**src/rtl/sobel_pkg.sv**
```systemverilog
// Shared widths, Sobel kernel weights and arithmetic helpers for the edge pipeline.
package sobel_pkg;

  localparam int unsigned PIX_W   = 8;
  localparam int unsigned MAG_W   = 11;
  localparam int unsigned GRAD_W  = 11;
  localparam int unsigned SUM_W   = 10;
  localparam int unsigned COORD_W = 11;

  localparam int unsigned K_EDGE = 1;
  localparam int unsigned K_MID  = 2;

  // Weighted 1-2-1 column/row sum; max 4*255 = 1020 fits SUM_W.
  function automatic logic [SUM_W-1:0] sum121(input logic [PIX_W-1:0] a,
                                              input logic [PIX_W-1:0] b,
                                              input logic [PIX_W-1:0] c);
    return SUM_W'(K_EDGE) * SUM_W'(a) + SUM_W'(K_MID) * SUM_W'(b) + SUM_W'(K_EDGE) * SUM_W'(c);
  endfunction

  function automatic logic [SUM_W-1:0] abs_grad(input logic signed [GRAD_W-1:0] g);
    return g[GRAD_W-1] ? SUM_W'(-g) : SUM_W'(g);
  endfunction

  function automatic logic [PIX_W-1:0] sat8(input logic [MAG_W-1:0] mag);
    return (mag > MAG_W'(255)) ? '1 : mag[PIX_W-1:0];
  endfunction

endpackage

```
**src/rtl/sobel_kernel.sv**
```systemverilog
// Sobel S1-S2: registered 1-2-1 sums, then registered |gx| and |gy|.
module sobel_kernel
  import sobel_pkg::*;
(
  input  logic              CAMERA_CLK,
  input  logic              rst,
  input  logic              win_valid,
  input  logic [PIX_W-1:0]  ul,
  input  logic [PIX_W-1:0]  uc,
  input  logic [PIX_W-1:0]  ur,
  input  logic [PIX_W-1:0]  ml,
  input  logic [PIX_W-1:0]  mr,
  input  logic [PIX_W-1:0]  dl,
  input  logic [PIX_W-1:0]  dc,
  input  logic [PIX_W-1:0]  dr,
  output logic              s2_valid,
  output logic [SUM_W-1:0]  abs_gx,
  output logic [SUM_W-1:0]  abs_gy
);

  logic                     s1_valid;
  logic [SUM_W-1:0]         px, nx, py, ny;
  logic signed [GRAD_W-1:0] gx, gy;

  always_ff @(posedge CAMERA_CLK) begin
    if (rst) begin
      s1_valid <= 1'b0;
      px       <= '0;
      nx       <= '0;
      py       <= '0;
      ny       <= '0;
    end else begin
      s1_valid <= win_valid;
      px       <= sum121(ur, mr, dr);
      nx       <= sum121(ul, ml, dl);
      py       <= sum121(dl, dc, dr);
      ny       <= sum121(ul, uc, ur);
    end
  end

  always_comb begin
    gx = $signed({1'b0, px}) - $signed({1'b0, nx});
    gy = $signed({1'b0, py}) - $signed({1'b0, ny});
  end

  always_ff @(posedge CAMERA_CLK) begin
    if (rst) begin
      s2_valid <= 1'b0;
      abs_gx   <= '0;
      abs_gy   <= '0;
    end else begin
      s2_valid <= s1_valid;
      abs_gx   <= abs_grad(gx);
      abs_gy   <= abs_grad(gy);
    end
  end

endmodule

```
**src/rtl/sobel_edge_pipe.sv**
```systemverilog
// Sobel edge pipeline top: kernel S1-S2, S3 magnitude/threshold/border, per-frame edge count.
module sobel_edge_pipe
  import sobel_pkg::*;
#(
  parameter int unsigned WIDTH          = 768,
  parameter int unsigned HEIGHT         = 512,
  parameter int unsigned DEFAULT_THRESH = 100,
  parameter int unsigned CNT_BITS       = 19
) (
  input  logic                CAMERA_CLK,
  input  logic                rst,
  input  logic                win_valid,
  input  logic [PIX_W-1:0]    ul,
  input  logic [PIX_W-1:0]    uc,
  input  logic [PIX_W-1:0]    ur,
  input  logic [PIX_W-1:0]    ml,
  input  logic [PIX_W-1:0]    mc,
  input  logic [PIX_W-1:0]    mr,
  input  logic [PIX_W-1:0]    dl,
  input  logic [PIX_W-1:0]    dc,
  input  logic [PIX_W-1:0]    dr,
  input  logic [COORD_W-1:0]  win_x,
  input  logic [COORD_W-1:0]  win_y,
  input  logic [PIX_W-1:0]    thresh_in,
  input  logic                thresh_load,
  output logic                out_valid,
  output logic [PIX_W-1:0]    edge_mag,
  output logic                edge_bit,
  output logic [COORD_W-1:0]  out_x,
  output logic [COORD_W-1:0]  out_y,
  output logic                frame_done,
  output logic [CNT_BITS-1:0] edge_count
);

  logic                s2_valid;
  logic [SUM_W-1:0]    abs_gx, abs_gy;
  logic [COORD_W-1:0]  x1, y1, x2, y2;
  logic [MAG_W-1:0]    mag;
  logic                border, last_pix;
  logic [PIX_W-1:0]    mag8, thr_eff;
  logic                bit_next;
  logic [PIX_W-1:0]    shadow_thresh, active_thresh;
  logic [CNT_BITS-1:0] run_count, run_next;

  sobel_kernel u_kernel (
    .CAMERA_CLK (CAMERA_CLK),
    .rst        (rst),
    .win_valid  (win_valid),
    .ul         (ul),
    .uc         (uc),
    .ur         (ur),
    .ml         (ml),
    .mr         (mr),
    .dl         (dl),
    .dc         (dc),
    .dr         (dr),
    .s2_valid   (s2_valid),
    .abs_gx     (abs_gx),
    .abs_gy     (abs_gy)
  );

  // The centre pixel does not enter the Sobel kernel.
  logic unused_mc;
  assign unused_mc = ^mc;

  always_ff @(posedge CAMERA_CLK) begin
    if (rst) begin
      x1 <= '0;
      y1 <= '0;
      x2 <= '0;
      y2 <= '0;
    end else begin
      x1 <= win_x;
      y1 <= win_y;
      x2 <= x1;
      y2 <= y1;
    end
  end

  // While frame_done is high the active register is being reloaded, so the pixel
  // now entering S3 (first of the next frame) must already see the shadow value.
  always_comb begin
    mag      = MAG_W'(abs_gx) + MAG_W'(abs_gy);
    border   = (x2 == '0) || (x2 == COORD_W'(HEIGHT - 1)) ||
               (y2 == '0) || (y2 == COORD_W'(WIDTH - 1));
    last_pix = (x2 == COORD_W'(HEIGHT - 1)) && (y2 == COORD_W'(WIDTH - 1));
    mag8     = border ? '0 : sat8(mag);
    thr_eff  = frame_done ? shadow_thresh : active_thresh;
    bit_next = (mag8 >= thr_eff);
    run_next = run_count;
    if (out_valid && edge_bit && (run_count != '1))
      run_next = run_count + CNT_BITS'(1);
  end

  always_ff @(posedge CAMERA_CLK) begin
    if (rst) begin
      out_valid     <= 1'b0;
      edge_mag      <= '0;
      edge_bit      <= 1'b0;
      out_x         <= '0;
      out_y         <= '0;
      frame_done    <= 1'b0;
      edge_count    <= '0;
      run_count     <= '0;
      shadow_thresh <= PIX_W'(DEFAULT_THRESH);
      active_thresh <= PIX_W'(DEFAULT_THRESH);
    end else begin
      out_valid  <= s2_valid;
      frame_done <= s2_valid && last_pix;
      if (s2_valid) begin
        edge_mag <= mag8;
        edge_bit <= bit_next;
        out_x    <= x2;
        out_y    <= y2;
      end
      if (thresh_load)
        shadow_thresh <= thresh_in;
      if (frame_done) begin
        active_thresh <= shadow_thresh;
        edge_count    <= run_next;
        run_count     <= '0;
      end else begin
        run_count <= run_next;
      end
    end
  end

endmodule

```
**config.mk**
```make
export PLATFORM = sky130hd
export DESIGN_NAME = sobel_edge_pipe
export DESIGN_NICKNAME = d
export VERILOG_FILES = /design/src/rtl/sobel_pkg.sv /design/src/rtl/sobel_kernel.sv /design/src/rtl/sobel_edge_pipe.sv
export SDC_FILE = /design/constraint.sdc
export NUM_CORES = 1
export LEC_CHECK = 0
export ABC_AREA = 1
export CAP_MARGIN = 40
export CORE_UTILIZATION = 41
export CTS_CLUSTER_SIZE = 30
export DETAILED_ROUTE_END_ITERATION = 10
export HOLD_SLACK_MARGIN = 0.15
export PLACE_DENSITY_LB_ADDON = 0.3
export REMOVE_ABC_BUFFERS = 1
export SLEW_MARGIN = 20
export SYNTH_ARGS = -nofsm -noshare
export SYNTH_HDL_FRONTEND = slang
export SYNTH_HIERARCHICAL = 1
export SYNTH_SLANG_ARGS = --single-unit
```
**constraint.sdc**
```tcl
create_clock -name CAMERA_CLK -period 3.1 [get_ports CAMERA_CLK]
set_input_delay 0.62 -clock CAMERA_CLK [delete_from_list [all_inputs] [get_ports CAMERA_CLK]]
set_output_delay 0.62 -clock CAMERA_CLK [all_outputs]
set_load 0.005 [all_outputs]
```
**Word level (Yosys, flattened, before mapping)**

Cells that the tools add are included.

- Bits in registers: 193
- Bits in latches: 0
- RAM bits: 0
- Memory bits (read-only): 0
- Output and inout port bits: 52
- Word-level logic and storage cells: 57
- Memories: 0

- $add $sub $neg: 14
- Multipliers: 0
- Divide/modulo/power cells: 0
- Order comparisons: 2
- Equality and inequality tests: 3
- Shift-type cells: 0
- Mux-type cells: 6
- Bitwise operators: 0
- Reduce and logical (&&, ||, !) cells: 10

Operators with widths:

| kind | number |
|---|---|
| 10-bit by 8-bit adder with 10-bit output | 4 |
| 8-bit by 9-bit adder with 10-bit output | 4 |
| 8-bit two-way mux | 3 |
| 11-bit logical NOT | 2 |
| 10-bit by 10-bit subtractor with 11-bit output | 2 |
| 10-bit two-way mux | 2 |
| 10-bit negator | 2 |
| 19-bit by 1-bit adder with 19-bit output, second input constant | 1 |
| 19-bit two-way mux | 1 |
| 19-bit inequality test, second input constant | 1 |
| 10-bit by 10-bit adder with 11-bit output | 1 |
| 11-bit by 10-bit equality test with 1-bit output, second input constant | 1 |
| 11-bit by 9-bit equality test with 1-bit output, second input constant | 1 |
| 11-bit by 8-bit greater-than comparator with 1-bit output, second input constant | 1 |
| 8-bit greater-or-equal comparator | 1 |
| 1-bit logical AND | 4 |
| 1-bit logical OR | 3 |
| 2-bit OR reduction | 1 |

**Logic depth before layout (Yosys ltp)**

Gate-level depths: netlist of run 1.

- Depth after elaboration: 6
- Mapped depth: 20
- Depth with buffers taken out: 20

**Hierarchy**

Netlist of run 1, hierarchy kept.

Modules (own cells, without submodules):

| module | instances | cells each | area each (sq um) |
|---|---|---|---|
| sobel_edge_pipe | 1 | 744 | 5600.4 |
| sobel_kernel | 1 | 676 | 5147.4 |

**Worst setup path after synthesis of run 1**

OpenSTA, ideal clock, no wires.

- Kind: reg-to-reg
- From: register u_kernel.abs_gx[0]
- To: register edge_bit
- Setup time: 0.133 ns
- Arrival time: 2.488 ns
- Required time: 2.967 ns
- Path slack: 0.479 ns
- Cell stages (with the launch flop): 20
- Path buffers: 0
- Period minus slack after synthesis: 2.621 ns
- Path through: dfxtp_1 > ha_1 > fa_1 > nand3_1 > nand3_1 > nand2_1 > nand2_1 > nand2_1 > nand2_1 > nor2_2 > nand3_1 > nand2_1 > inv_1 > ha_1 > a21oi_1 > o21ai_0 > nand2_1 > o2111ai_1 > nand2_1 > a21oi_1

- Cells in the longest elaborated chain, start to end: 5

RTL lines:

| what | RTL line | RTL |
|---|---|---|
| from (decl) | sobel_kernel.sv:17 | `output logic [SUM_W-1:0] abs_gx,` |
| from (signal assigned) | sobel_kernel.sv:53 | `abs_gx <= abs_grad(gx);` |
| 10-bit by 10-bit adder with 11-bit output * | sobel_edge_pipe.sv:83 | `mag = MAG_W'(abs_gx) + MAG_W'(abs_gy);` |
| 11-bit by 8-bit greater-than comparator with 1-bit output | sobel_pkg.sv:25 | `return (mag > MAG_W'(255)) ? '1 : mag[PIX_W-1:0];` |
| 8-bit two-way mux * | sobel_pkg.sv:25 |  |
| 8-bit two-way mux * | sobel_edge_pipe.sv:87 | `mag8 = border ? '0 : sat8(mag);` |
| named net mag8[1] | sobel_edge_pipe.sv:40 | `logic [PIX_W-1:0] mag8, thr_eff;` |
| 8-bit greater-or-equal comparator * | sobel_edge_pipe.sv:89 | `bit_next = (mag8 >= thr_eff);` |
| to (signal assigned) | sobel_edge_pipe.sv:112 | `edge_bit <= bit_next;` |
| to (decl) | sobel_edge_pipe.sv:28 | `output logic edge_bit,` |

Mark *: on every way through the listed nets, which the timed path passes. The rest lies on a longest branch.
A chain may end at the register's enable or synchronous reset.

**Worst setup path after layout of run 1**

Same ends and word-level chain as after synthesis.

==> results of run 1 <==
==> cells in the mapped netlist (all sizes together) <==
| cell type | number |
|---|---|
| a21oi | 95 |
| a221oi | 4 |
| a31oi | 2 |
| buf | 10 |
| clkbuf | 20 |
| clkinv | 1 |
| dfxtp | 193 |
| fa | 35 |
| ha | 77 |
| inv | 231 |
| mux2i | 7 |
| nand2 | 301 |
| nand3 | 74 |
| nand3b | 7 |
| nand4 | 21 |
| nor2 | 189 |
| nor3 | 13 |
| nor3b | 1 |
| nor4 | 6 |
| o2111ai | 1 |
| o21a | 6 |
| o21ai | 91 |
| o21bai | 6 |
| o311ai | 4 |
| or2 | 2 |
| xnor2 | 6 |
| xor2 | 17 |
==> through the flow <==
stage	hold WS (ns)	worst slack (ns)	setup TNS (ns)
3_3_place_gp	0.391	-0.0669	-0.0669
5_1_grt	0.411	0.0486	0
2_1_floorplan	0.388	0.479	0
4_1_cts	0.402	0.0493	0
6_report	0.396	0.342	0
3_5_place_dp	0.393	-0.0555	-0.0555
==> flip-flops by register name, summed over array words and instances (netlist names), 10 cells and up <==
| name | flops |
|---|---|
| u_kernel/abs_gx | 10 |
| x2 | 11 |
| u_kernel/abs_gy | 10 |
| y2 | 11 |
| u_kernel/px | 10 |
| edge_count | 19 |
| run_count | 19 |
| u_kernel/nx | 10 |
| x1 | 11 |
| out_y | 11 |
| out_x | 11 |
| u_kernel/py | 10 |
| u_kernel/ny | 10 |
| y1 | 11 |
==> logic make-up (layout without fill, tap and decap cells) <==
group	Yosys count	count (layout)	synth area share, %
fa+ha+maj	112	112	15.5
mux	7	7	0.652
simple gates	614	614	25.8
compound gates	209	209	10.8
xor+xnor	23	23	1.87
flops	193	193	35.9
buf+inv	262	430	9.45
==> worst max-delay path, delay by kind of cell (launching register included) <==
kind,cells,cell delay [ns]
compound gates,2,0.23
buf+inv,1,0.05
flops,1,0.31
fa+ha+maj,3,0.86
simple gates,13,1.24
==> repair_timing <==
action	in CTS	in global routing
endpoints found under the hold margin	0	0
endpoints found under the setup margin	0	1
resized for setup	0	5
setup buffers	0	2
==> layout by cell type (no fill, tap or decap), types with 3 or more instances in the layout <==
cell type	n
dfxtp_1	193
nor2_4	4
nor3_2	3
a221oi_1	4
nand2_2	17
nor3_1	10
nor4_1	6
nand2_4	5
o21ai_0	68
inv_8	6
xnor2_1	6
o21a_1	6
fa_1	34
clkinv_4	3
a21oi_1	95
o21ai_2	14
o21ai_1	9
nand3b_1	7
nor2_1	176
nand3_1	64
ha_1	76
nand2_1	278
buf_4	17
nand4_1	19
inv_2	10
inv_1	218
clkdlybuf4s50_1	148
clkbuf_16	17
nor2_2	9
xor2_1	17
o311ai_0	4
nand3_2	8
mux2i_1	7
o21bai_1	6
==> cell type report <==
type                            instances  area (sq um)  share of cell area [%]
Clock buffer                           17           425                    3.21
Clock inverter                         14           169                    1.27
Inverter                              232           886                    6.67
Multi-Input combinational cell        965          5890                    44.3
Sequential cell                       193          3860                    29.1
Tap cell                              330           413                    3.11
Timing Repair Buffer                  167          1630                    12.3
==> per-layer routing <==
| layer | vias up | wire [um] | share of wire (%) | global-route usage, % |
|---|---|---|---|---|
| met3 | 23 | 815 | 3.4 | 3.16 |
| met5 | - | 0 | 0 | 0 |
| met1 | 4097 | 11200 | 47 | 22.7 |
| met2 | 172 | 11500 | 48 | 31.9 |
| met4 | 0 | 357 | 1.5 | 5.51 |
| li1 | 4815 | - | - | - |
==> worst paths after layout <==
check | startpoint | end | slack [ns] | cells after the start
min | y1[4] | y2[4] | 0.40 | 2
max | u_kernel/abs_gx[0] | edge_bit | 0.34 | 19
min reg2reg | y1[4] | y2[4] | 0.40 | 2
max reg2reg | u_kernel/abs_gx[0] | edge_bit | 0.34 | 19
==> report_power, final <==
part / internal [mW] / switching, mW / total (mW) / leakage [nW]
Combinational: 1.42 / 2.18 / 3.59 / 4.33
Clock: 1.15 / 1.04 / 2.19 / 0.285
Sequential: 2.74 / 0.108 / 2.85 / 1.59
==> impl_metrics.py, run 1 <==
metrics = {
    "pwr": {
        "cellLeakagePower_nw": 6.21,
        "powerDensity_nw_per_um2": 650,
        "peakVddDrop_v": 0.000487,
        "total_power_mw": 8.63,
    },
    "detailed_routing": {
        "wl_per_cell_um": 12.5,
        "drcViolationCount": 0,
        "via_count": 9107,
        "ant_nets": 0,
        "wl_um": 23900,
        "vias_per_cell": 4.75,
        "drt_iter0_drc": 487,
        "drt-pass1-iter-count": 4,
    },
    "synthesis": {
        "synth_top_area_share_pct": 35.9,
        "yosysSeqAreaShare_pct": 35.9,
        "syn-cell-area_sq_um": 10700,
        "avgSynthCellArea_sq_um": 7.57,
        "yosysWarnings": 6,
        "synth.distinct_cells": 44,
        "netlist_instances": 1420,
        "synth_top_area_cell": "dfxtp_1",
        "synth_area_leaders": "dfxtp_1, nand2_1, ha_1, inv_1, fa_1",
        "yosys_register_bits": 193,
    },
    "clock_network": {
        "root_buffer": "clkbuf_16",
        "htreeDepth": 4,
        "clock_latency_ns": 0.43,
        "cts_sinks": 193,
        "cts_buffers": 17,
        "clock_path_buffers": 2,
        "holdBufCountCts": 0,
        "clk_pin_slew_ns": 0.08,
        "cts_tree": "yes",
    },
    "timing": {
        "period_share_pct": 89.0,
        "max_slew.worst_pin.slew_ns": 0.771,
        "timing.slew.headroom_pct": 48.6,
        "max_clock_freq_mhz": 363,
        "hold_viol": 0,
        "fin_skew_ns": 0.0124,
        "maxSlewViolCount": 0,
        "rsz0062_at_grt": "false",
        "period_needed_ns": 2.76,
        "setup_viol": 0,
    },
    "global_routing": {
        "grt_pass1_vias": 8789,
        "grt_pass1_wl_um": 39700,
        "antenna_found_initial": 0,
        "grt_use_total_pct": 18.2,
        "grt_overflow_total": 0,
        "grt_max_degree": 71,
    },
    "setup_path": {
        "cp_max_fo": 8,
        "max_stage_delay_ns": 0.36,
        "cp-end-kind": "flop",
        "cp.arrival_ns": 3.11,
        "cp_common_cell": "nand2_1",
        "crit_chain": "ha_2 > fa_2 > nand3_1 > nand3_2 > nand2_1 > nand2_1 > nand2_1 > nand2_1 > nor2_4 > nand3_1 > nand2_1 > inv_1 > ha_1 > nand2_1 > nor2_2 > nand4_1 > o2111ai_1 > nand2_1 > a21oi_1",
        "required_ns": 3.46,
        "start_kind": "flop",
        "crit_slowest_cell": "fa_2",
        "critical_path_class": "reg2reg",
    },
    "job": {
        "max_cap_violations": 0,
    },
    "min_path": {
        "hold_path_class": "reg2reg",
    },
    "die": {
        "initial_core_util_pct": 42.2,
        "die_x_um": 164,
        "io_pins": 158,
        "coreArea_sq_um": 25500,
        "fp.dieH_um": 164,
        "rows": 58,
        "dieArea_sq_um": 26900,
    },
    "final_layout": {
        "fin_area_sq_um": 13300,
        "finalNonFillerCells": 1918,
        "drive_gt1_share_pct": 8.31,
        "final_core_util_pct": 52.1,
        "fill_cells": 2417,
        "diodes": 0,
        "finalNetCount": 1794,
        "area_growth_pct": 23.5,
    },
    "placed_design": {
        "dpl.cell_count": 1885,
        "gp_congestion": 0.865,
        "dpl_cell_area_sq_um": 12600,
        "dpl.hpwl_um": 18700,
        "place.port_buffers": 149,
    },
    "run_status": {
        "status": "complete, no violations",
    },
}
Power figures use the tool's default switching activity.
==> run 2: changes to the inputs <==
Settings changed: SETUP_SLACK_MARGIN set to 0.15.
==> run 2 against run 1 <==
Effect of this change: clock power about the same; core utilization up 0.34 points; combinational power grew 4%; wire length is essentially flat; register-to-register slack better by 0.02 ns; total power increased by 1.7%; count of clock-buffer cells in the layout unchanged; via count grew 0.52%; highest routed layer unchanged.
==> impl_metrics.py, run 2 (synthesis gave the netlist of run 1 again) <==
metrics = {
    "run_status": {
        "status": "complete, no violations",
    },
    "detailed_routing": {
        "wl_per_cell_um": 12.4,
        "ant_nets": 0,
        "via_count": 9154,
        "vias_per_cell": 4.77,
        "drt_iter0_drc": 432,
        "drcViolationCount": 0,
        "drt-pass1-iter-count": 5,
        "wl_um": 23900,
    },
    "clock_network": {
        "cts_sinks": 193,
        "clock_path_buffers": 2,
        "clock_latency_ns": 0.43,
        "htreeDepth": 4,
        "root_buffer": "clkbuf_16",
        "cts_tree": "yes",
        "clk_pin_slew_ns": 0.08,
        "cts_buffers": 17,
    },
    "job": {
        "max_cap_violations": 0,
    },
    "final_layout": {
        "drive_gt1_share_pct": 9.37,
        "area_growth_pct": 24.3,
        "final_core_util_pct": 52.4,
        "final_cell_mix": "nand2_1, inv_1, dfxtp_1",
        "final_common_cell": "nand2_1",
        "reg_top3": "edge_count: 19 flops, run_count: 19 flops",
        "finalNonFillerCells": 1921,
        "fill_cells": 2402,
        "finalNetCount": 1797,
        "diodes": 0,
    },
    "die": {
        "rows": 58,
        "die_x_um": 164,
        "io_pins": 158,
        "initial_core_util_pct": 42.2,
        "dieArea_sq_um": 26900,
        "coreArea_sq_um": 25500,
        "fp.dieH_um": 164,
    },
    "setup_path": {
        "cp-end-kind": "flop",
        "start_kind": "flop",
        "cp.arrival_ns": 3.04,
        "cp_max_fo": 8,
        "critical_path_class": "reg2reg",
        "required_ns": 3.40,
    },
    "pwr": {
        "sw_frac_of_total_pct": 38.7,
        "p_int_mw": 5.38,
        "pwr-share-clk_pct": 25.0,
        "powerDensity_nw_per_um2": 657,
        "peakVddDrop_v": 0.000479,
        "p_comb_share_pct": 42.6,
        "total_power_mw": 8.77,
        "cellLeakagePower_nw": 6.23,
        "switching_power_mw": 3.40,
        "pwr-share-seq_pct": 32.4,
    },
    "global_routing": {
        "grt_pass1_wl_um": 39700,
        "grt_overflow_total": 0,
        "grt_use_total_pct": 18.2,
        "grt_pass1_vias": 8789,
        "antenna_found_initial": 0,
        "grt_max_degree": 71,
    },
    "placed_design": {
        "dpl.cell_count": 1885,
        "pre_cts_ws_ns": -0.0555,
        "dpl.hpwl_um": 18700,
        "place.port_buffers": 149,
        "gp_congestion": 0.865,
    },
    "timing": {
        "max_slew.worst_pin.slew_ns": 0.776,
        "period_needed_ns": 2.74,
        "fin_skew_ns": 0.0103,
        "fin_ws_ns": 0.360,
        "setup_viol": 0,
        "rsz0062_at_grt": "false",
        "timing.slew.headroom_pct": 48.2,
        "maxSlewViolCount": 0,
        "period_share_pct": 88.4,
        "hold_viol": 0,
        "max_clock_freq_mhz": 365,
    },
    "min_path": {
        "hold_path_class": "reg2reg",
    },
}
==> run 2: cell count changes in the layout (fill, tap and decap cells not counted), sizes merged <==
cell  before  now
buf       19   22
==> run 2: metrics by stage <==
step,area [sq um],TNS [ns],hold slack (ns)
CTS,13200,0,0.402
floorplan,10600,0,0.388
detailed placement,12600,-0.0555,0.393
global route,13400,0,0.411
finish,13400,0,0.396
global placement,12600,-0.0669,0.391
==> run 2: critical path, cell delays in order (launching register included) <==
cell,delay (ns)
dfxtp_1,0.31
ha_2,0.19
fa_2,0.36
nand3_1,0.09
nand3_2,0.10
nand2_2,0.08
nand2_1,0.05
nand2_1,0.05
nand2_1,0.07
nor2_4,0.22
nand3_1,0.11
nand2_1,0.10
inv_1,0.05
ha_1,0.32
a21oi_2,0.14
o21ai_1,0.07
nand2_1,0.07
o2111ai_2,0.10
nand2_1,0.09
a21oi_1,0.06
==> run 2: final timing paths <==
| kind | start | end | slack (ns) | cells after the start |
|---|---|---|---|---|
| max | u_kernel/abs_gy[0] | edge_bit | 0.36 | 19 |
| min | y1[4] | y2[4] | 0.40 | 2 |
| max reg2reg | u_kernel/abs_gy[0] | edge_bit | 0.36 | 19 |
| min reg2reg | y1[4] | y2[4] | 0.40 | 2 |
==> run 2: timing repair <==
item | CTS | global route
buffers inserted | 0 | 5
setup endpoints to repair | 1 | 1
pin swaps | 0 | 8
gates resized for setup | 2 | 19
hold buffers | 0 | 0
==> run 2: layout make-up <==
class / count / area [sq um] / area share, %
multi-input cells: 965 / 5950 / 44.5
flip-flops and latches: 193 / 3860 / 28.9
repair buffers: 170 / 1650 / 12.4
inverters: 232 / 886 / 6.63
clock buffers: 17 / 425 / 3.18
well taps: 330 / 413 / 3.09
clock inverters: 14 / 169 / 1.26
==> run 2: power groups by stage <==
stage / sequential, mW / clock, mW / combinational, mW
after floorplan: 2.87 / 0 / 2.64
after global placement: 2.91 / 0 / 3.44
after detailed placement: 2.91 / 0 / 3.52
after CTS: 2.85 / 2.24 / 3.56
after global routing: 2.87 / 2.35 / 4.23
final: 2.84 / 2.19 / 3.74
==> run 2: layer usage <==
metal  GRT usage (%)  routed length, um  vias to the layer above
li1                -                  -                     4825
met1            22.7              11100                     4119
met2            31.9              11500                      186
met3            3.16                877                       24
met4            5.51                363                        0
met5               0                  0                        -
==> run 3: changes to the inputs <==
Clock period 3.1 ns to 2.81 ns, I/O delays scaled along.
==> run 3 against run 2 <==
Effect of this change: global-route usage grew 1.0 points; die area did not move; wire length grew 4.9%; count of clock-buffer cells in the layout unchanged; register-to-register slack lost 0.28 ns; sequential power grew 12%; largest power group unchanged.
==> impl_metrics.py, run 3 (synthesis gave the netlist of run 1 again) <==
metrics = {
    "run_status": {
        "status": "complete, no violations",
    },
    "setup_path": {
        "critical_path_class": "reg2reg",
        "start_kind": "flop",
        "required_ns": 3.18,
        "cp.arrival_ns": 3.10,
        "cp_max_fo": 8,
        "cp-end-kind": "flop",
    },
    "detailed_routing": {
        "via_count": 9530,
        "drt-pass1-iter-count": 5,
        "ant_nets": 0,
        "drcViolationCount": 0,
        "vias_per_cell": 4.82,
        "wl_per_cell_um": 12.7,
        "drt_iter0_drc": 374,
        "wl_um": 25100,
    },
    "timing": {
        "hold_viol": 0,
        "whs_ns": 0.407,
        "rsz0062_at_grt": "true",
        "max_slew.worst_pin.slew_ns": 0.800,
        "period_needed_ns": 2.73,
        "setup_viol": 0,
        "fin_skew_ns": 0.0165,
        "timing.slew.headroom_pct": 46.6,
        "max_clock_freq_mhz": 366,
        "maxSlewViolCount": 0,
        "period_share_pct": 97.2,
    },
    "job": {
        "max_cap_violations": 0,
    },
    "placed_design": {
        "place.port_buffers": 149,
        "gp_congestion": 0.852,
        "dpl.hpwl_um": 19100,
        "dpl.cell_count": 1922,
    },
    "pwr": {
        "powerDensity_nw_per_um2": 770,
        "pwr-share-seq_pct": 29.3,
        "switching_power_mw": 4.22,
        "p_int_mw": 6.58,
        "cellLeakagePower_nw": 6.56,
        "peakVddDrop_v": 0.000574,
        "p_comb_share_pct": 47.3,
        "pwr-share-clk_pct": 23.4,
        "sw_frac_of_total_pct": 39.1,
    },
    "clock_network": {
        "clk_pin_slew_ns": 0.08,
        "clock_path_buffers": 2,
        "clock_latency_ns": 0.44,
        "cts_sinks": 193,
        "root_buffer": "clkbuf_16",
        "holdBufCountCts": 0,
        "htreeDepth": 4,
        "cts_buffers": 17,
        "cts_tree": "yes",
    },
    "die": {
        "die_x_um": 164,
        "dieArea_sq_um": 26900,
        "io_pins": 158,
        "initial_core_util_pct": 42.2,
        "rows": 58,
        "coreArea_sq_um": 25500,
        "fp.dieH_um": 164,
    },
    "final_layout": {
        "finalNonFillerCells": 1979,
        "final_common_cell": "nand2_1",
        "drive_gt1_share_pct": 14.6,
        "finalNetCount": 1854,
        "final_cell_mix": "nand2_1, inv_1, dfxtp_1",
        "reg_top3": "edge_count: 19 flops, run_count: 19 flops",
        "diodes": 0,
        "area_growth_pct": 30.5,
    },
    "global_routing": {
        "grt_pass1_wl_um": 41800,
        "grt_overflow_total": 0,
        "grt_pass1_vias": 9205,
        "grt_use_total_pct": 19.2,
        "antenna_found_initial": 0,
        "grt_max_degree": 67,
    },
    "min_path": {
        "hold_path_class": "reg2reg",
    },
}
-- run 3: cell types whose count changed in the layout (fill, tap and decap cells not counted), sizes merged --
cell           delta
buf              +57
inv               +5
clkdlybuf4s50     -3
dlymetal6s2s      +3
clkinvlp          -2
bufinv            -1
clkinv            -1
-- run 3: timing repair --
item                       CTS  global route
gates resized for setup     24            47
setup endpoints to repair    1            11
cloned                       0             0
pin swaps                   16            20
buffers inserted            24             1
-- run 3: worst paths after layout --
check | startpoint | slack, ns | cells past startpoint | end
worst max-delay path | u_kernel/abs_gx[0] | 0.08 | 20 | edge_mag[3]
worst min-delay path | y1[5] | 0.41 | 2 | y2[5]
worst max register to register | u_kernel/abs_gx[0] | 0.08 | 20 | edge_mag[3]
worst min register to register | y1[5] | 0.41 | 2 | y2[5]
-- run 3: power groups by stage --
stage | logic, mW | clock network, mW | registers (mW)
after floorplan | 2.91 | 0 | 3.17
final | 5.11 | 2.53 | 3.17
after global routing | 5.71 | 2.69 | 3.20
after CTS | 4.68 | 2.58 | 3.15
after detailed placement | 4.08 | 0 | 3.21
after global placement | 4.00 | 0 | 3.20
-- run 3: cell type report --
type                       instances  area (sq um)
timing repair buffer             227          2090
tap                              330           413
clock inverter                    15           208
clock buffer                      17           425
sequential                       193          3870
multi-input combinational        965          6130
inverter                         232           886
fill                            2363         11400
-- run 3: per-layer routing --
layer  share of wire, %  GRT usage [%]  routed length [um]
met1                 45           23.3               11200
met3                3.7           3.38                 936
met4                2.2           6.86                 547
met2                 49           34.0               12300
met5                  0              0                   0
-- run 3: worst max-delay path, cell delays in order (launching register included) --
cell     delay, ns
dfxtp_2       0.33
ha_4          0.16
fa_2          0.36
nand3_2       0.08
nand3_2       0.08
nand2_2       0.08
buf_4         0.10
nand3_1       0.07
nand2_2       0.09
nor2_4        0.07
nand3_2       0.07
nand2_2       0.07
buf_6         0.16
buf_4         0.13
buf_4         0.12
buf_4         0.12
buf_4         0.12
buf_4         0.12
buf_4         0.12
buf_4         0.12
a21oi_1       0.11
-- run 3: through the flow --
step / worst slack [ns] / power, mW / cell area, sq um / utilization, % / setup TNS (ns)
3_5_place_dp: -0.298 / 7.29 / 12900 / 50.7 / -2.66
3_3_place_gp: -0.223 / 7.20 / 12900 / 50.7 / -1.91
2_1_floorplan: 0.189 / 6.08 / 10600 / - / 0
6_report: 0.0796 / 10.8 / 14000 / 55.1 / 0
4_1_cts: 0.0787 / 10.4 / 13800 / 54.3 / 0
5_1_grt: -0.0541 / 11.6 / 14000 / 55.1 / -0.0862
